### src/rtl/ps2_rx_frame.sv
// PS/2 receive framer: synchronises and de-glitches the raw PS/2 clock/data
// lines, shifts in 11-bit frames on filtered falling clock edges, and emits
// one good byte per rx_done_tick or a single err_tick for a bad/stalled frame.
//
// Handshake: rx_done_tick is a one-cycle valid strobe with no ready; dout is
// valid in the strobe cycle and held until the next good frame. err_tick is a
// one-cycle strobe that never coincides with rx_done_tick.
module ps2_rx_frame #(
  parameter int FILTER_LEN  = 8,
  parameter int TIMEOUT_CYC = 100000
) (
  input  logic       clk,
  input  logic       reset,
  input  logic       ps2c,
  input  logic       ps2d,
  input  logic       rx_en,
  output logic [7:0] dout,
  output logic       rx_done_tick,
  output logic       err_tick,
  output logic       busy
);

  localparam int TW = (TIMEOUT_CYC > 2) ? $clog2(TIMEOUT_CYC) : 1;
  localparam logic [TW-1:0] T_LAST = TW'(TIMEOUT_CYC - 1);

  typedef enum logic [1:0] {
    IDLE  = 2'd0,
    SHIFT = 2'd1,
    CHECK = 2'd2
  } state_t;

  logic                  c_s1, c_s2, d_s1, d_s2;
  logic [FILTER_LEN-1:0] filt;
  logic                  fc, fc_next, fall_tick;

  state_t                state, state_next;
  logic [3:0]            n, n_next;
  logic [10:0]           sh, sh_next;
  logic [TW-1:0]         tcnt, tcnt_next;
  logic [7:0]            dout_next;
  logic                  done_next, err_next;

  // Two-flop synchronisers for the asynchronous PS/2 lines (idle high).
  always_ff @(posedge clk) begin
    if (!reset) begin
      c_s1 <= 1'b1;
      c_s2 <= 1'b1;
      d_s1 <= 1'b1;
      d_s2 <= 1'b1;
    end else begin
      c_s1 <= ps2c;
      c_s2 <= c_s1;
      d_s1 <= ps2d;
      d_s2 <= d_s1;
    end
  end

  // Filtered clock level: switches only after FILTER_LEN identical samples.
  always_comb begin
    fc_next = fc;
    if (&filt)
      fc_next = 1'b1;
    else if (~|filt)
      fc_next = 1'b0;
  end

  // Filter shift register, filtered level and registered falling-edge pulse.
  always_ff @(posedge clk) begin
    if (!reset) begin
      filt      <= '1;
      fc        <= 1'b1;
      fall_tick <= 1'b0;
    end else begin
      filt      <= {filt[FILTER_LEN-2:0], c_s2};
      fc        <= fc_next;
      fall_tick <= fc & ~fc_next;
    end
  end

  // Frame FSM next-state, shift/count updates and output strobes.
  always_comb begin
    state_next = state;
    n_next     = n;
    sh_next    = sh;
    tcnt_next  = tcnt;
    dout_next  = dout;
    done_next  = 1'b0;
    err_next   = 1'b0;
    case (state)
      IDLE: begin
        // A start bit is a low data line at a filtered falling edge.
        if (fall_tick && rx_en && !d_s2) begin
          sh_next    = {1'b0, sh[10:1]};
          n_next     = 4'd10;
          tcnt_next  = '0;
          state_next = SHIFT;
        end
      end
      SHIFT: begin
        if (fall_tick) begin
          sh_next   = {d_s2, sh[10:1]};
          n_next    = n - 4'd1;
          tcnt_next = '0;
          if (n == 4'd1)
            state_next = CHECK;
        end else if (tcnt == T_LAST) begin
          // Stalled frame: drop it without touching dout.
          err_next   = 1'b1;
          tcnt_next  = '0;
          state_next = IDLE;
        end else begin
          tcnt_next = tcnt + 1'b1;
        end
      end
      CHECK: begin
        // sh[0]=start, sh[8:1]=data, sh[9]=parity, sh[10]=stop; odd parity.
        state_next = IDLE;
        if (!sh[0] && sh[10] && (^sh[9:1])) begin
          dout_next = sh[8:1];
          done_next = 1'b1;
        end else begin
          err_next = 1'b1;
        end
      end
      default: state_next = IDLE;
    endcase
  end

  // Frame FSM state, shift register, counters and registered outputs.
  always_ff @(posedge clk) begin
    if (!reset) begin
      state        <= IDLE;
      n            <= 4'd0;
      sh           <= '0;
      tcnt         <= '0;
      dout         <= 8'h00;
      rx_done_tick <= 1'b0;
      err_tick     <= 1'b0;
    end else begin
      state        <= state_next;
      n            <= n_next;
      sh           <= sh_next;
      tcnt         <= tcnt_next;
      dout         <= dout_next;
      rx_done_tick <= done_next;
      err_tick     <= err_next;
    end
  end

  assign busy = (state != IDLE);

endmodule

### config.mk
export PLATFORM = sky130hd
export DESIGN_NAME = ps2_rx_frame
export DESIGN_NICKNAME = d
export VERILOG_FILES = /design/src/rtl/ps2_rx_frame.sv
export SDC_FILE = /design/constraint.sdc
export NUM_CORES = 1
export LEC_CHECK = 0
export BUFFER_PORTS_ARGS = -buffer_cell sky130_fd_sc_hd__buf_2
export CAP_MARGIN = 0
export CORE_MARGIN = 2
export CORE_UTILIZATION = 55
export DETAILED_ROUTE_END_ITERATION = 7
export PLACE_DENSITY = 0.84
export SLEW_MARGIN = 10
export SYNTH_ARGS = -nofsm -noshare
export SYNTH_HDL_FRONTEND = slang
export SYNTH_SLANG_ARGS = --single-unit
### constraint.sdc
create_clock -name clk -period 6.2 [get_ports clk]
set_input_delay 0.62 -clock clk [delete_from_list [all_inputs] [get_ports clk]]
set_output_delay 0.62 -clock clk [all_outputs]
set_load 0.05 [all_outputs]
==> results.md <==
* Top cells by area, synth: dfxtp_1 45%, nor2_1 4.3%, mux2i_1 4.2%
* P&R area growth vs syn at 11.7%
* Via density at 5.65
* Synthesized cell area at 0.00260 mm2
* Leak at 0.00104 uW
* Unrepaired setup endpoints after global routing: no
* Top-area cell type share of the netlist area at 44.6%
* TritonCTS clock tree: built
* Post-Syn Nets at 291
* Core area at 0.00463 mm2
* Die Wd at 72.8 um
* Drc violations at 0
* Mapped Avg Cell Area at 9.34 um2
* CP Class: input port to flop
* RD Place Congestion at 0.889
* WP data required at 6.44 ns
* Most common flop cell mapped by yosys: dfxtp_1
* CP max FO at 34
* Crit path capture type: flop
* Vias in the first global route at 1828
* Async SR Flop Fraction at 0%
* Clk buf depth at 2
* Tcrit/Tclk final at 39.5%
* Share of cells above drive strength 1 at 14.3%
* Dominant cell type by area after synthesis: dfxtp_1
* Clock skew at 0.00715 ns
* Initial Utilization at 56.3%
* First-pass iteration count of the detailed router at 4
* Peak supply drop at 216 uV
* Worst slew pin tran at 0.786 ns
* EDFF count, synth at 0
* Status: complete, no violations
* Yosys warns at 0
* Num ports at 16
* Final setup viols at 0
* Clock buffer count from CTS at 9
* Number of post-CTS setup repair buffers at 0
* First-pass GRT wire length at 8350 um
* Hold_buf cts at 0
* Nets at 308
* Critical path launch point type: input port
* Sinks on Clock Net at 58
* DR iter-0 viols at 222
* Minimum clock period at 2.45 ns
* Die ar. at 0.00530 mm2
* WL final at 4910 um
* CTS HTree Levels at 3
* Initial antenna violation count at 0
* Via count at 2006
* R2r setup slk at 3.78 ns
* Routed Antenna Nets at 0
* Pwr/cell area at 270 mW/mm2
* Gr ovfl total at 0
* Hold slack at 0.420 ns
* WL/cell at 13.8 um
* Hold WC Path Type: flop to flop
* Gr usage total at 20.7%
* Relative slew slack at 47.5%
* Final setup TNS at 0 ns
* Detailed Place HPWL at 3240 um
* Post-CTS Resized at 0
* Final Slew Violations at 0
* Clock Tree Root: clkbuf_8
* Worst-Skew Late Latency at 0.33 ns
* Num rows at 25
* Post-synth cell types at 52
* CP arrival at 2.69 ns
* PortBufs at 15
* Pin count of the biggest net entering global routing at 35
* Die H at 72.8 um
* Fillers at 393
* Sequential-to-total area share from yosys stat at 44.6%
* Final Hold Viols at 0
* Mapped Cells at 279
* Clock slew at reported path FFs at 0.07 ns
* Max Cap Violations at 0
* Yosys reg bits at 58
* N_diodes at 0
* F_max at 0.408 GHz
## worst paths after layout
kind	end	depth (start not counted)	start
hold reg to reg	filt[0]	1	c_s2
setup reg to reg	sh[5]	7	state[1]
hold / removal	filt[0]	1	c_s2
setup / recovery	tcnt[3]	4	reset
## cells in the mapped netlist (all sizes together) (2+ instances only)
library cell  count
xnor2             4
nand2            28
or4               5
ha                7
a21oi            12
xor2              9
o31ai             2
and4              2
dfxtp            58
nor4              2
buf               4
nor3b             2
a211oi            4
mux2i            12
clkbuf            4
nand4             4
and2              2
nor2             30
or4b              2
xnor3             2
inv              11
o21ai            16
nand2b           17
nor3              4
nand3            19
## power breakdown
| group | total, uW | internal, uW | switching, uW |
|---|---|---|---|
| combinational | 28.7 | 8.65 | 20.0 |
| clock | 379 | 236 | 144 |
| sequential | 377 | 375 | 1.50 |
## per-layer routing
| layer | vias to the layer above | track usage (%) | wire length, um |
|---|---|---|---|
| li1 | 1003 | - | - |
| met4 | 0 | 9.26 | 87 |
| met1 | 935 | 25.1 | 2270 |
| met2 | 57 | 32.4 | 2340 |
| met5 | - | 0 | 0 |
| met3 | 11 | 8.29 | 210 |
## cell usage in the layout, fill, tap and decap left out, types with 3 or more instances in the layout
cell and n:
clkbuf_8 10, ha_1 7, a211oi_1 4, nor3_1 4, nand2_1 28, dfxtp_1 58
a21oi_1 12, nor2_1 29, o21ai_0 4, mux2i_1 11, xnor2_1 4, nand2b_1 17
or4_1 3, xor2_1 9, o21ai_1 11, buf_2 15, nand4_1 3, nand3_1 18
inv_1 11
## cell type report
cell class	count	area, um2	area share [%]
repair buffers	15	75.1	2.58
multi-input cells	200	1340	46.1
well taps	54	67.6	2.32
clock inverters	5	77.6	2.67
inverters	12	45.0	1.55
flip-flops and latches	58	1160	39.9
clock buffers	11	141	4.86
## kinds of logic (layout without fill, tap and decap cells)
| group | count (synthesis) | count (layout) | synth area share [%] |
|---|---|---|---|
| XOR/XNOR | 15 | 15 | 6.10 |
| flip-flops | 58 | 58 | 44.6 |
| adder cells (fa/ha/maj) | 7 | 7 | 3.36 |
| multiplexers | 12 | 12 | 5.09 |
| AO/OA/AOI/OAI | 42 | 42 | 10.4 |
| AND/OR/NAND/NOR | 124 | 124 | 26.5 |
| buffers and inverters | 21 | 43 | 3.99 |
## per-stage QoR
stage	instances	cell area [um2]	worst slack, ns	total power (uW)	util [%]
after detailed placement	339	2690	3.44	413	58.1
final	355	2910	3.75	785	62.9
after CTS	355	2910	3.46	791	62.8
after floorplan	279	2610	4.24	407	-
after global routing	355	2910	3.54	812	62.9
after global placement	339	2690	3.51	412	58.1
## worst max-delay path, stage by stage
cell	delay [ns]
buf_2	0.47
clkinv_1	0.79
or4_1	0.72
o31ai_1	0.08
## sequential cells by signal, indices dropped and copies added (netlist names)
register and cells:
c_s1 1, n 4, err_tick 1, rx_done_tick 1, fc 1, c_s2 1, filt 8, sh 11
d_s1 1, tcnt 17, dout 8, fall_tick 1, d_s2 1, state 2
No activity file was read; power rests on OpenSTA's default activity.
